==> src/rtl/imem_arbiter_if.sv <==
// Bus bundle for imem_arbiter: fetch request/response, loader request/response, SRAM side.
// Latency: none (wires only); read data returns one cycle after the accepting edge.
// Backpressure: req is held until gnt; responses cannot be stalled.
//
// Modports:
//   slave  - the arbiter: takes fetch/loader requests and mem_rdata, drives grants, responses and SRAM controls.
//   master - the surroundings: fetch stage, loader and the SRAM model.
interface imem_arbiter_if #(
   parameter int DATA_WIDTH      = 32,
   parameter int IMEM_ADDR_WIDTH = 10
);
   // fetch port
   logic                       f_req;
   logic [IMEM_ADDR_WIDTH-1:0] f_addr;
   logic                       f_flush;
   logic                       f_gnt;
   logic                       f_rvalid;
   logic [DATA_WIDTH-1:0]      f_rdata;

   // loader / debug port
   logic                       l_req;
   logic                       l_we;
   logic [IMEM_ADDR_WIDTH-1:0] l_addr;
   logic [DATA_WIDTH-1:0]      l_wdata;
   logic                       l_gnt;
   logic                       l_rvalid;
   logic [DATA_WIDTH-1:0]      l_rdata;

   // single-port synchronous-read SRAM
   logic                       mem_en;
   logic                       mem_we;
   logic [IMEM_ADDR_WIDTH-1:0] mem_addr;
   logic [DATA_WIDTH-1:0]      mem_wdata;
   logic [DATA_WIDTH-1:0]      mem_rdata;

   modport slave (
      input  f_req, f_addr, f_flush,
      output f_gnt, f_rvalid, f_rdata,
      input  l_req, l_we, l_addr, l_wdata,
      output l_gnt, l_rvalid, l_rdata,
      output mem_en, mem_we, mem_addr, mem_wdata,
      input  mem_rdata
   );

   modport master (
      output f_req, f_addr, f_flush,
      input  f_gnt, f_rvalid, f_rdata,
      output l_req, l_we, l_addr, l_wdata,
      input  l_gnt, l_rvalid, l_rdata,
      input  mem_en, mem_we, mem_addr, mem_wdata,
      output mem_rdata
   );
endinterface

==> src/rtl/imem_arbiter.sv <==
// Arbitrates one single-port instruction SRAM between pipeline fetch and a loader/debug port.
// Latency: grant is combinational; read data returns exactly one cycle after acceptance, writes have no response.
// Backpressure: loader wins ties, but after MAX_LDR_BURST loader grants with fetch waiting, fetch is granted.
//
// Ports:
//   clk    - clock
//   rst_n  - asynchronous active-low reset; grants and SRAM enables are forced low while asserted
//   bus    - imem_arbiter_if.slave: f_* fetch port, l_* loader port, mem_* SRAM port
module imem_arbiter #(
   parameter int DATA_WIDTH      = 32,
   parameter int IMEM_ADDR_WIDTH = 10,
   parameter int MAX_LDR_BURST   = 4     // legal range 1..15 (fits the 4-bit burst counter)
) (
   input  logic          clk,
   input  logic          rst_n,
   imem_arbiter_if.slave bus
);

   // Who the SRAM read data returning next cycle belongs to.
   typedef enum logic [1:0] {
      OWN_NONE   = 2'd0,
      OWN_FETCH  = 2'd1,
      OWN_LOADER = 2'd2
   } owner_e;

   localparam logic [3:0] BURST_MAX = 4'(MAX_LDR_BURST);

   owner_e     owner_q, owner_d;
   logic [3:0] burst_q, burst_d;
   logic       f_gnt_c, l_gnt_c;
   logic       ldr_wins;

   // State registers. An asynchronous reset drops any response that was in flight.
   always_ff @(posedge clk or negedge rst_n) begin
      if (!rst_n) begin
         owner_q <= OWN_NONE;
         burst_q <= 4'd0;
      end else begin
         owner_q <= owner_d;
         burst_q <= burst_d;
      end
   end

   // Grant decision, response ownership and burst counting.
   always_comb begin
      f_gnt_c = 1'b0;
      l_gnt_c = 1'b0;
      owner_d = OWN_NONE;
      burst_d = 4'd0;

      // Loader has priority unless fetch has already sat through a full burst.
      ldr_wins = bus.l_req && (!bus.f_req || (burst_q < BURST_MAX));

      // Grants are gated with rst_n so nothing reaches the SRAM during reset.
      if (rst_n) begin
         if (ldr_wins) begin
            l_gnt_c = 1'b1;
         end else if (bus.f_req) begin
            f_gnt_c = 1'b1;
         end
      end

      // Only reads produce a response; a write or an idle cycle leaves no owner.
      if (f_gnt_c) begin
         owner_d = OWN_FETCH;
      end else if (l_gnt_c && !bus.l_we) begin
         owner_d = OWN_LOADER;
      end

      // Count loader grants only while fetch is actually waiting; a fetch grant
      // or fetch going quiet restarts the count.
      if (l_gnt_c && bus.f_req) begin
         if (burst_q < BURST_MAX) begin
            burst_d = 4'(burst_q + 4'd1);
         end else begin
            burst_d = burst_q;
         end
      end
   end

   // SRAM drive: fetch is always a read; write data is zeroed unless the loader writes.
   assign bus.mem_en    = f_gnt_c | l_gnt_c;
   assign bus.mem_we    = l_gnt_c & bus.l_we;
   assign bus.mem_addr  = l_gnt_c ? bus.l_addr : bus.f_addr;
   assign bus.mem_wdata = (l_gnt_c & bus.l_we) ? bus.l_wdata : {DATA_WIDTH{1'b0}};

   assign bus.f_gnt = f_gnt_c;
   assign bus.l_gnt = l_gnt_c;

   // f_flush kills only the fetch response returning this cycle; it never
   // blocks a new fetch grant and never touches a loader response.
   assign bus.f_rvalid = (owner_q == OWN_FETCH) && !bus.f_flush;
   assign bus.l_rvalid = (owner_q == OWN_LOADER);

   // Read data fans out to both ports; rvalid says whose it is.
   assign bus.f_rdata = bus.mem_rdata;
   assign bus.l_rdata = bus.mem_rdata;

endmodule

==> src/flat_wrapper.sv <==
// flat-port wrapper written by rule: the top's interface ports become plain ports
module imem_arbiter_flat 
#(
   parameter int DATA_WIDTH      = 32,
   parameter int IMEM_ADDR_WIDTH = 10,
   parameter int MAX_LDR_BURST   = 4                                                        
)
  (clk, rst_n, bus_f_req, bus_f_addr, bus_f_flush, bus_f_gnt, bus_f_rvalid, bus_f_rdata, bus_l_req, bus_l_we, bus_l_addr, bus_l_wdata, bus_l_gnt, bus_l_rvalid, bus_l_rdata, bus_mem_en, bus_mem_we, bus_mem_addr, bus_mem_wdata, bus_mem_rdata);
  imem_arbiter_if #(.DATA_WIDTH(DATA_WIDTH), .IMEM_ADDR_WIDTH(IMEM_ADDR_WIDTH)) bus_i ();
  input  logic clk;
  input  logic rst_n;
  input wire logic [$bits(bus_i.f_req)-1:0] bus_f_req;
  input wire logic [$bits(bus_i.f_addr)-1:0] bus_f_addr;
  input wire logic [$bits(bus_i.f_flush)-1:0] bus_f_flush;
  output wire logic [$bits(bus_i.f_gnt)-1:0] bus_f_gnt;
  output wire logic [$bits(bus_i.f_rvalid)-1:0] bus_f_rvalid;
  output wire logic [$bits(bus_i.f_rdata)-1:0] bus_f_rdata;
  input wire logic [$bits(bus_i.l_req)-1:0] bus_l_req;
  input wire logic [$bits(bus_i.l_we)-1:0] bus_l_we;
  input wire logic [$bits(bus_i.l_addr)-1:0] bus_l_addr;
  input wire logic [$bits(bus_i.l_wdata)-1:0] bus_l_wdata;
  output wire logic [$bits(bus_i.l_gnt)-1:0] bus_l_gnt;
  output wire logic [$bits(bus_i.l_rvalid)-1:0] bus_l_rvalid;
  output wire logic [$bits(bus_i.l_rdata)-1:0] bus_l_rdata;
  output wire logic [$bits(bus_i.mem_en)-1:0] bus_mem_en;
  output wire logic [$bits(bus_i.mem_we)-1:0] bus_mem_we;
  output wire logic [$bits(bus_i.mem_addr)-1:0] bus_mem_addr;
  output wire logic [$bits(bus_i.mem_wdata)-1:0] bus_mem_wdata;
  input wire logic [$bits(bus_i.mem_rdata)-1:0] bus_mem_rdata;
  assign bus_i.f_req = bus_f_req;
  assign bus_i.f_addr = bus_f_addr;
  assign bus_i.f_flush = bus_f_flush;
  assign bus_f_gnt = bus_i.f_gnt;
  assign bus_f_rvalid = bus_i.f_rvalid;
  assign bus_f_rdata = bus_i.f_rdata;
  assign bus_i.l_req = bus_l_req;
  assign bus_i.l_we = bus_l_we;
  assign bus_i.l_addr = bus_l_addr;
  assign bus_i.l_wdata = bus_l_wdata;
  assign bus_l_gnt = bus_i.l_gnt;
  assign bus_l_rvalid = bus_i.l_rvalid;
  assign bus_l_rdata = bus_i.l_rdata;
  assign bus_mem_en = bus_i.mem_en;
  assign bus_mem_we = bus_i.mem_we;
  assign bus_mem_addr = bus_i.mem_addr;
  assign bus_mem_wdata = bus_i.mem_wdata;
  assign bus_i.mem_rdata = bus_mem_rdata;
  imem_arbiter #(.DATA_WIDTH(DATA_WIDTH), .IMEM_ADDR_WIDTH(IMEM_ADDR_WIDTH), .MAX_LDR_BURST(MAX_LDR_BURST)) u_core (.clk(clk), .rst_n(rst_n), .bus(bus_i));
endmodule
==> config.mk <==
export PLATFORM = sky130hd
export DESIGN_NAME = imem_arbiter_flat
export DESIGN_NICKNAME = d
export VERILOG_FILES = /design/src/rtl/imem_arbiter_if.sv /design/src/rtl/imem_arbiter.sv /design/src/flat_wrapper.sv
export SDC_FILE = /design/constraint.sdc
export NUM_CORES = 1
export LEC_CHECK = 0
export BUFFER_PORTS_ARGS = -buffer_cell sky130_fd_sc_hd__buf_2
export CORE_MARGIN = 8
export CORE_UTILIZATION = 24
export CTS_CLUSTER_SIZE = 25
export DETAILED_ROUTE_END_ITERATION = 10
export GPL_ROUTABILITY_DRIVEN = 0
export PLACE_DENSITY = 0.8
export RECOVER_POWER = 25
export SKIP_CTS_REPAIR_TIMING = 1
export SLEW_MARGIN = 20
export SYNTH_ARGS = -nofsm -noshare
export SYNTH_HDL_FRONTEND = slang
export SYNTH_SLANG_ARGS = --single-unit
==> constraint.sdc <==
create_clock -name clk -period 1.3 [get_ports clk]
set_input_delay 0.13 -clock clk [delete_from_list [all_inputs] [get_ports clk]]
set_output_delay 0.13 -clock clk [all_outputs]
set_load 0.01 [all_outputs]
==> results.tsv, run 1 <==
stage	metric	value	unit
finish	share_of_final_layout_standard_cells_stronger_than_drive_strength_1	72.3	%
floorplanning	die_x	83.9	um
setup_path	r2r_endpoint	u_core.owner_q[1]	
clocking	clk_latency	220	ps
floorplanning	core_region_area	4410	um^2
run_status	failed_checks	negative setup slack	
setup_path	r2r_setup_slack	260	ps
timing	period_needed	1680	ps
floorplanning	fp-row-count	24	
power_and_ir_drop	leakage	0.955	nW
placement	instance_count_after_placement_with_tap_cells_included	229	
timing	timing.final.ws_setup	-376	ps
finish	area_delta_synth_final	33.2	%
setup_path	worstRegToRegCells	4	
clocking	h_tree_depth	1	
floorplanning	dieArea	7040	um^2
setup_path	critical_path_arrival	1550	ps
synthesis	synth-warning-count	0	
synthesis	synth-seq-area-share	13.6	%
placement	place_area	1240	um^2
floorplanning	start_util	25.1	%
grt	grt_start_max_net_pins	35	
timing	post-route-period-util	129	%
clocking	clock_path_buffers	2	
synthesis	synth.cell_area	1110	um^2
finish	final_core_utilization	33.4	%
setup_path	cp_max_fo	5	
placement	place_hpwl	3130	um
setup_path	startpoint_of_the_worst_register_to_register_path	u_core.burst_q[3]	
drt	routed-via-count	1039	
grt	grt_use_total	9.60	%
drt	route.final.wire_length	3870	um
drt	route.detailed.drc	0	
power_and_ir_drop	total_power	831	uW
timing	setup_viol_count_final	44	
synthesis	postSynthRegisterBits	6	
grt	grt_pass1_wl	5570	um
setup_path	worstPathRequired	1170	ps
timing	rsz0062_at_grt	yes	
power_and_ir_drop	ir_drop	222	uV
finish	num_antenna_cells	0	
floorplanning	pin_count	202	
clocking	cts_tree	yes	
setup_path	endpoint_kind	output pin	
drt	firstDrtPassIters	4	
power_and_ir_drop	power_per_cell_area	564	nW/um^2
timing	hold_violations	0	
synthesis	synth_top_area_share	43.4	%
placement	buffers_added_on_ports	105	
setup_path	timing.setup.critical_path_class	reg -> out	
finish	design.final.nets	277	
clocking	clk_pin_slew	40	ps
drt	post_drt_wl_per_cell	16.4	um
finish	layout.cells.non_filler	236	
synthesis	avgSynthCellArea	8.02	um^2
finish	post-route-cell-area	1480	um^2
floorplanning	die_height	83.9	um
run_status	result_of_the_run	finished, violations left	
min_path	hold-path-cell-count	2	
min_path	holdCritStartpoint	bus_l_req	
setup_path	critical_path.startpoint_type	flip-flop	
synthesis	synthesized_instance_count	138	
grt	number_of_global_route_vias_before_repair	1085	
synthesis	netlist_top_cells_area	sky130_fd_sc_hd__buf_4, sky130_fd_sc_hd__and3_1, sky130_fd_sc_hd__dfrtp_1, sky130_fd_sc_hd__mux2_4, sky130_fd_sc_hd__mux2_2	
synthesis	syn_nets	229	
timing	fmax	597	MHz
drt	viasPerCell	4.40	
timing	final_count_of_pins_violating_max_slew	0	
clocking	cts.sink_count	6	
clocking	cts.root.buffer_cell	sky130_fd_sc_hd__clkbuf_8	
clocking	numCtsBuffers	3	
synthesis	yosysUniqueCellTypes	20	
drt	detailedRoute.firstIterationViolations	44	
timing	final.setup.tns	-14630	ps
finish	final.fill_count	455	
grt	grt.overflow.total	0	
grt	antenna_found_initial	0	
min_path	path_category_of_the_worst_min_delay_check	in -> reg	
synthesis	synth_top_area_cell	sky130_fd_sc_hd__buf_4	
drt	residual_antenna_violating_net_count_after_detailed_routing	0	
timing	worst_clock_skew	2.30	ps
min_path	min_delay_worst_endpoint	u_core.owner_q[0]	
job	max_cap_viol_count	0	
## stage by stage
stage / hold WS [ps] / setup slack (ps)
floorplan: -166 / -19.5
global placement: 48.8 / -164
detailed placement: 47.2 / -195
CTS: -188 / -442
global route: 169 / -430
finish: 162 / -376
## layout by cell type (no fill, tap or decap)
master,count
sky130_fd_sc_hd__ha_1,1
sky130_fd_sc_hd__nor3b_1,1
sky130_fd_sc_hd__nor2_1,4
sky130_fd_sc_hd__inv_1,2
sky130_fd_sc_hd__nor2b_1,2
sky130_fd_sc_hd__a21oi_1,1
sky130_fd_sc_hd__buf_2,90
sky130_fd_sc_hd__dlygate4sd3_1,1
sky130_fd_sc_hd__o21ai_1,1
sky130_fd_sc_hd__buf_4,6
sky130_fd_sc_hd__o21a_1,1
sky130_fd_sc_hd__and3_4,6
sky130_fd_sc_hd__clkbuf_8,3
sky130_fd_sc_hd__clkbuf_16,1
sky130_fd_sc_hd__and2_1,1
sky130_fd_sc_hd__and3_1,27
sky130_fd_sc_hd__nand2_1,1
sky130_fd_sc_hd__dfrtp_1,6
sky130_fd_sc_hd__nand4_1,1
sky130_fd_sc_hd__mux2_4,10
sky130_fd_sc_hd__conb_1,1
sky130_fd_sc_hd__buf_6,15
sky130_fd_sc_hd__buf_12,2
## worst max-delay path: stages (launching register included)
cell                        delay [ps]
sky130_fd_sc_hd__dfrtp_1           370
sky130_fd_sc_hd__o21ai_1           120
sky130_fd_sc_hd__and3_4            250
sky130_fd_sc_hd__clkbuf_16         160
sky130_fd_sc_hd__mux2_4            300
sky130_fd_sc_hd__buf_6             120
## cell families after synthesis
family / after synthesis / share of synthesized area (%)
adders and majority gates: 1 / 1.13
AOI/OAI and AO/OA: 3 / 1.58
buffers and inverters: 74 / 48.2
and+or+nand+nor: 43 / 23.3
DFF: 6 / 13.6
muxes: 10 / 11.9
other: 1 / 0.339
## how the worst max path moves through the flow
stage	endpoint	startpoint	cells past startpoint
CTS	bus_mem_addr[2]	u_core.burst_q[3]	5
global placement	bus_mem_addr[9]	u_core.burst_q[3]	5
global route	bus_mem_addr[0]	u_core.burst_q[3]	5
detailed placement	bus_mem_addr[2]	u_core.burst_q[3]	5
floorplan	bus_mem_addr[0]	u_core.burst_q[3]	5
finish	bus_mem_addr[0]	u_core.burst_q[3]	5
## registers in the layout (all words and copies together) (netlist names)
name and count:
u_core.burst_q 4, u_core.owner_q 2
## metal layers
layer,part of all wire (%),vias to the layer above,global-route usage (%),wire length (um)
met1,33,446,7.98,1270
met3,11,32,4.98,438
met5,0,-,0,0
met2,50,78,16.4,1940
li1,-,483,-,-
met4,5.5,0,8.48,214
## Yosys cell counts
library cell / n
sky130_fd_sc_hd__a21oi_1: 1
sky130_fd_sc_hd__and2_1: 1
sky130_fd_sc_hd__and3_1: 33
sky130_fd_sc_hd__buf_2: 1
sky130_fd_sc_hd__buf_4: 64
sky130_fd_sc_hd__buf_6: 2
sky130_fd_sc_hd__clkbuf_1: 5
sky130_fd_sc_hd__conb_1: 1
sky130_fd_sc_hd__dfrtp_1: 6
sky130_fd_sc_hd__ha_1: 1
sky130_fd_sc_hd__inv_1: 2
sky130_fd_sc_hd__mux2_2: 5
sky130_fd_sc_hd__mux2_4: 5
sky130_fd_sc_hd__nand2_1: 1
sky130_fd_sc_hd__nand4_1: 1
sky130_fd_sc_hd__nor2_1: 4
sky130_fd_sc_hd__nor2b_1: 2
sky130_fd_sc_hd__nor3b_1: 1
sky130_fd_sc_hd__o21a_1: 1
sky130_fd_sc_hd__o21ai_1: 1
## layout make-up
| type | instances | area [um^2] | area share [%] |
|---|---|---|---|
| repair buffers | 115 | 739 | 50.1 |
| multi-input cells | 58 | 472 | 32.0 |
| flip-flops and latches | 6 | 150 | 10.2 |
| well taps | 52 | 65.1 | 4.41 |
| clock buffers | 3 | 41.3 | 2.80 |
| inverters | 2 | 7.51 | 0.509 |
## report_power, final
part           switching, mW  internal [mW]  leakage (nW)
clock network         0.0765          0.199        0.0216
logic                  0.145          0.216         0.853
registers            0.00263          0.193        0.0801
total                  0.224          0.608         0.955
No activity file was read; power rests on OpenSTA's default activity.
==> inputs of run 2 (changes only) <==
- MAX_ROUTING_LAYER: default -> met4
==> results.tsv, run 2 (synthesized netlist as in run 1, its figures left out) <==
stage	metric	value	unit	change
power_and_ir_drop	power_per_cell_area	564	nW/um^2	about the same
min_path	path_category_of_the_worst_min_delay_check	in -> reg		
placement	buffers_added_on_ports	105		unchanged
timing	hold_violations	0		unchanged
floorplanning	die_x	83.9	um	unchanged
power_and_ir_drop	intPower	608	uW	about the same
floorplanning	die_height	83.9	um	unchanged
grt	grt_use_total	9.86	%	+0.26 points
finish	area_delta_synth_final	33.2	%	unchanged
clocking	clk_pin_slew	40	ps	about the same
timing	rsz0062_at_grt	yes		
finish	final_common_cell	sky130_fd_sc_hd__buf_2		
setup_path	r2r_setup_slack	260	ps	about the same
setup_path	cp_max_fo	5		unchanged
finish	final.fill_count	455		unchanged
power_and_ir_drop	p_comb_share	43.3	%	about the same
grt	grt_pass1_wl	5570	um	unchanged
drt	route.final.wire_length	3880	um	+0.13%
placement	place_hpwl	3130	um	unchanged
drt	routed-via-count	1041		+0.19%
power_and_ir_drop	swShare	27.0	%	+0.052 points
finish	regMostFlops	u_core.burst_q		
drt	detailedRoute.firstIterationViolations	34		-23%
timing	timing.final.ws_setup	-375	ps	+0.593 ps
drt	viasPerCell	4.41		+0.19%
timing	worst_clock_skew	2.78	ps	+0.480 ps
timing	final_count_of_pins_violating_max_slew	0		unchanged
timing	period_needed	1680	ps	-0.593 ps
drt	residual_antenna_violating_net_count_after_detailed_routing	0		unchanged
grt	grt.overflow.total	0		unchanged
setup_path	timing.setup.critical_path_class	reg -> out		
power_and_ir_drop	p_seq_share	23.5	%	about the same
setup_path	startpoint_of_the_worst_register_to_register_path	u_core.burst_q[2]		
floorplanning	core_region_area	4410	um^2	unchanged
clocking	cts.root.buffer_cell	sky130_fd_sc_hd__clkbuf_8		
drt	post_drt_wl_per_cell	16.4	um	+0.13%
finish	share_of_final_layout_standard_cells_stronger_than_drive_strength_1	72.3	%	unchanged
grt	number_of_global_route_vias_before_repair	1084		-0.092%
power_and_ir_drop	ir_drop	222	uV	about the same
placement	pre_cts_slack	-195	ps	unchanged
clocking	clock_path_buffers	2		unchanged
power_and_ir_drop	netSwitchingPower	224	uW	+0.27%
grt	grt_start_max_net_pins	35		unchanged
run_status	result_of_the_run	finished, violations left		
drt	route.detailed.drc	0		unchanged
power_and_ir_drop	leakage	0.955	nW	unchanged
grt	antenna_found_initial	0		unchanged
floorplanning	pin_count	202		unchanged
timing	post-route-period-util	129	%	about the same
finish	reg.largest.list	u_core.burst_q: 4 flops, u_core.owner_q: 2 flops		
setup_path	worstPathRequired	1170	ps	about the same
floorplanning	fp-row-count	24		unchanged
timing	final.setup.tns	-14540	ps	+90.0 ps
clocking	h_tree_depth	1		unchanged
finish	design.final.nets	277		unchanged
setup_path	setup.worst_path.start	u_core.burst_q[2]		
setup_path	critical_path.startpoint_type	flip-flop		
setup_path	worstRegToRegCells	4		unchanged
run_status	failed_checks	negative setup slack		
clocking	clk_latency	220	ps	about the same
floorplanning	start_util	25.1	%	unchanged
setup_path	r2r_endpoint	u_core.owner_q[1]		
drt	firstDrtPassIters	3		-1
timing	fmax	597	MHz	about the same
job	max_cap_viol_count	0		unchanged
timing	setup_viol_count_final	44		unchanged
setup_path	critical_path_arrival	1550	ps	about the same
finish	largest_register_ffs	4		unchanged
floorplanning	dieArea	7040	um^2	unchanged
finish	layout.cells.most_common_list	sky130_fd_sc_hd__buf_2, sky130_fd_sc_hd__and3_1, sky130_fd_sc_hd__buf_6		
clocking	numCtsBuffers	3		unchanged
clocking	cts_tree	yes		
setup_path	endpoint_kind	output pin		
power_and_ir_drop	share_clk_of_total_power	33.2	%	about the same
setup_path	worst_setup_path_endpoint	bus_mem_addr[0]		
finish	num_antenna_cells	0		unchanged
clocking	cts.sink_count	6		unchanged
[run 2: power groups by stage]
stage	Combinational, mW	Sequential [mW]	Clock (mW)
after floorplan	0.328	0.197	0
after global placement	0.287	0.197	0
after detailed placement	0.294	0.198	0
after CTS	0.295	0.196	0.286
after global routing	0.388	0.196	0.306
final	0.360	0.196	0.276
[run 2: area by class of cell]
| type | count | area, um^2 | share of cell area [%] |
|---|---|---|---|
| flip-flops and latches | 6 | 150 | 10.2 |
| well taps | 52 | 65.1 | 4.41 |
| clock buffers | 3 | 41.3 | 2.80 |
| repair buffers | 115 | 739 | 50.1 |
| multi-input cells | 58 | 472 | 32.0 |
| inverters | 2 | 7.51 | 0.509 |
[run 2: metal layers]
layer  part of all wire [%]  GRT usage [%]  vias up
met5                      0              -        -
met4                    5.1           8.48        0
met3                     11           4.79       30
met2                     51           16.3       74
met1                     33           8.14      455
li1                       -              -      482
[run 2: worst min-delay path by stage]
stage	start	endpoint	slack, ps	depth (start not counted)
2_1_floorplan	rst_n	u_core.burst_q[0]	-170	0
5_1_grt	bus_l_req	u_core.owner_q[0]	170	2
6_report	bus_l_req	u_core.owner_q[0]	160	2
4_1_cts	rst_n	u_core.owner_q[1]	-190	2
3_3_place_gp	rst_n	u_core.owner_q[0]	50	2
3_5_place_dp	rst_n	u_core.owner_q[1]	50	2
[run 2: worst max-delay path, cell delays in order, from the launching register on]
cell and delay, ps:
sky130_fd_sc_hd__dfrtp_1 360, sky130_fd_sc_hd__o21ai_1 130, sky130_fd_sc_hd__and3_4 250, sky130_fd_sc_hd__clkbuf_16 160
sky130_fd_sc_hd__mux2_4 300, sky130_fd_sc_hd__buf_6 120
[run 2: metrics by stage]
stage / power, mW / cell area, um^2 / instances / util, % / hold WS, ps
finish: 0.832 / 1480 / 236 / 33.4 / 158
global route: 0.890 / 1480 / 236 / 33.4 / 169
CTS: 0.776 / 1280 / 232 / 29.1 / -188
detailed placement: 0.492 / 1240 / 229 / 28.1 / 47.2
global placement: 0.485 / 1240 / 229 / 28.1 / 48.8
floorplan: 0.525 / 1110 / 138 / - / -166
==> inputs of run 3 (changes only) <==
- CAP_MARGIN: default -> 40
- PLACE_DENSITY: 0.8 -> 0.78
==> results.tsv, run 3 (synthesized netlist as in run 1, its figures left out) <==
stage	metric	value	unit	change
grt	number_of_global_route_vias_before_repair	1052		-3.0%
setup_path	critical_path_arrival	1530	ps	-20 ps
clocking	numCtsBuffers	3		unchanged
run_status	failed_checks	negative setup slack		
timing	worst_hold_slack	160	ps	+1.88 ps
timing	final.setup.tns	-13620	ps	+921 ps
grt	grt_use_total	9.58	%	-0.28 points
placement	place_area	1220	um^2	-1.6%
setup_path	critical-path-slowest-cell	sky130_fd_sc_hd__dfrtp_1		
setup_path	crit_family	flip-flops		
finish	post-route-cell-area	1540	um^2	+4.4%
min_path	path_category_of_the_worst_min_delay_check	in -> reg		
floorplanning	dieArea	7040	um^2	unchanged
finish	regMostFlops	u_core.burst_q		
finish	reg.largest.list	u_core.burst_q: 4 flops, u_core.owner_q: 2 flops		
setup_path	worstPathRequired	1170	ps	about the same
drt	routed-via-count	1007		-3.3%
power_and_ir_drop	power_per_cell_area	552	nW/um^2	-2.1%
setup_path	crit_chain	o21ai_1 > and3_4 > buf_12 > mux2_4 > buf_2		
setup_path	critical_path.startpoint_type	flip-flop		
timing	timing.final.ws_setup	-359	ps	+16.3 ps
drt	detailedRoute.firstIterationViolations	38		+12%
setup_path	timing.setup.critical_path_class	reg -> out		
timing	fmax	603	MHz	+0.98%
drt	residual_antenna_violating_net_count_after_detailed_routing	0		unchanged
drt	viasPerCell	4.23		-4.1%
setup_path	cp_bufs_invs	2		unchanged
drt	route.final.wire_length	4060	um	+4.6%
finish	final.fill_count	431		-5.3%
floorplanning	die_x	83.9	um	unchanged
grt	grt_start_max_net_pins	35		unchanged
clocking	cts_tree	yes		
clocking	h_tree_depth	1		unchanged
power_and_ir_drop	ir_drop	223	uV	+0.51%
timing	post-route-period-util	128	%	-1.3 points
drt	post_drt_wl_per_cell	17.0	um	+3.8%
grt	grt.overflow.total	0		unchanged
clocking	clock_path_buffers	2		unchanged
power_and_ir_drop	leakage	0.970	nW	+1.6%
timing	final_count_of_pins_violating_max_slew	0		unchanged
finish	area_delta_synth_final	39.1	%	
timing	setup_viol_count_final	44		unchanged
finish	share_of_final_layout_standard_cells_stronger_than_drive_strength_1	73.7	%	+1.4 points
timing	hold_violations	0		unchanged
grt	antenna_found_initial	0		unchanged
floorplanning	pin_count	202		unchanged
clocking	cts.root.buffer_cell	sky130_fd_sc_hd__clkbuf_8		
clocking	cts.sink_count	6		unchanged
setup_path	cp_max_fo	9		+4
drt	firstDrtPassIters	4		+1
finish	design.final.nets	279		+0.72%
clocking	clk_latency	220	ps	about the same
finish	final_common_cell	sky130_fd_sc_hd__buf_2		
finish	largest_register_ffs	4		unchanged
drt	route.detailed.drc	0		unchanged
floorplanning	die_height	83.9	um	unchanged
clocking	clk_pin_slew	40	ps	about the same
timing	rsz0062_at_grt	yes		
timing	worst_clock_skew	1.34	ps	-1.45 ps
setup_path	critical_path.max_stage_delay	360	ps	about the same
finish	layout.cells.most_common_list	sky130_fd_sc_hd__buf_2, sky130_fd_sc_hd__and3_1, sky130_fd_sc_hd__buf_6		
floorplanning	fp-row-count	24		unchanged
placement	place_hpwl	3060	um	-2.2%
run_status	result_of_the_run	finished, violations left		
floorplanning	core_region_area	4410	um^2	unchanged
finish	num_antenna_cells	0		unchanged
placement	buffers_added_on_ports	105		unchanged
setup_path	endpoint_kind	output pin		
timing	period_needed	1660	ps	-16.3 ps
floorplanning	start_util	25.1	%	unchanged
grt	grt_pass1_wl	5530	um	-0.63%
job	max_cap_viol_count	0		unchanged
[run 3: cell count changes in the layout (fill, tap and decap cells not counted), sizes merged]
| cell | delta |
|---|---|
| clkbuf | +1 |
| buf | +1 |
[run 3: stage by stage]
step | worst slack [ps] | power [mW] | util (%) | instances
after floorplan | -19.5 | 0.525 | - | 138
after global placement | -149 | 0.477 | 27.7 | 228
after detailed placement | -177 | 0.483 | 27.7 | 228
after CTS | -417 | 0.766 | 28.6 | 231
after global routing | -414 | 0.900 | 34.9 | 238
final | -359 | 0.850 | 34.9 | 238
[run 3: power breakdown]
| group | internal, mW | leakage, nW | switching, mW |
|---|---|---|---|
| Combinational | 0.231 | 0.868 | 0.149 |
| Sequential | 0.193 | 0.0801 | 0.00265 |
| Clock | 0.199 | 0.0216 | 0.0761 |
[run 3: worst paths after layout]
kind | startpoint | endpoint | slack (ps) | cells past startpoint
worst max-delay path | u_core.burst_q[2] | bus_mem_addr[0] | -360 | 5
worst min-delay path | bus_l_req | u_core.owner_q[0] | 160 | 2
worst max register to register | u_core.burst_q[2] | u_core.owner_q[1] | 130 | 5
worst min register to register | u_core.burst_q[0] | u_core.burst_q[0] | 430 | 1
max in group asynchronous | rst_n | u_core.burst_q[0] | 640 | 3
min in group asynchronous | rst_n | u_core.owner_q[1] | 440 | 3
[run 3: worst register-to-register path: cells and delay by family, from the launching register on]
family,cells,cell delay [ps]
buffers and inverters,2,240
AOI/OAI and AO/OA,1,130
DFF,1,360
and+or+nand+nor,2,360
[run 3: layout make-up]
| cell class | instances | area (um^2) | share of cell area (%) |
|---|---|---|---|
| repair buffers | 117 | 795 | 51.6 |
| flip-flops and latches | 6 | 150 | 9.75 |
| well taps | 52 | 65.1 | 4.22 |
| inverters | 2 | 7.51 | 0.487 |
| clock buffers | 3 | 41.3 | 2.68 |
| multi-input cells | 58 | 482 | 31.3 |
[run 3: per-layer routing]
layer	vias up	routed length, um	global-route usage (%)
li1	488	-	-
met1	429	1370	8.15
met2	74	2130	16.4
met3	16	445	5.18
met4	0	108	5.34
met5	-	0	-
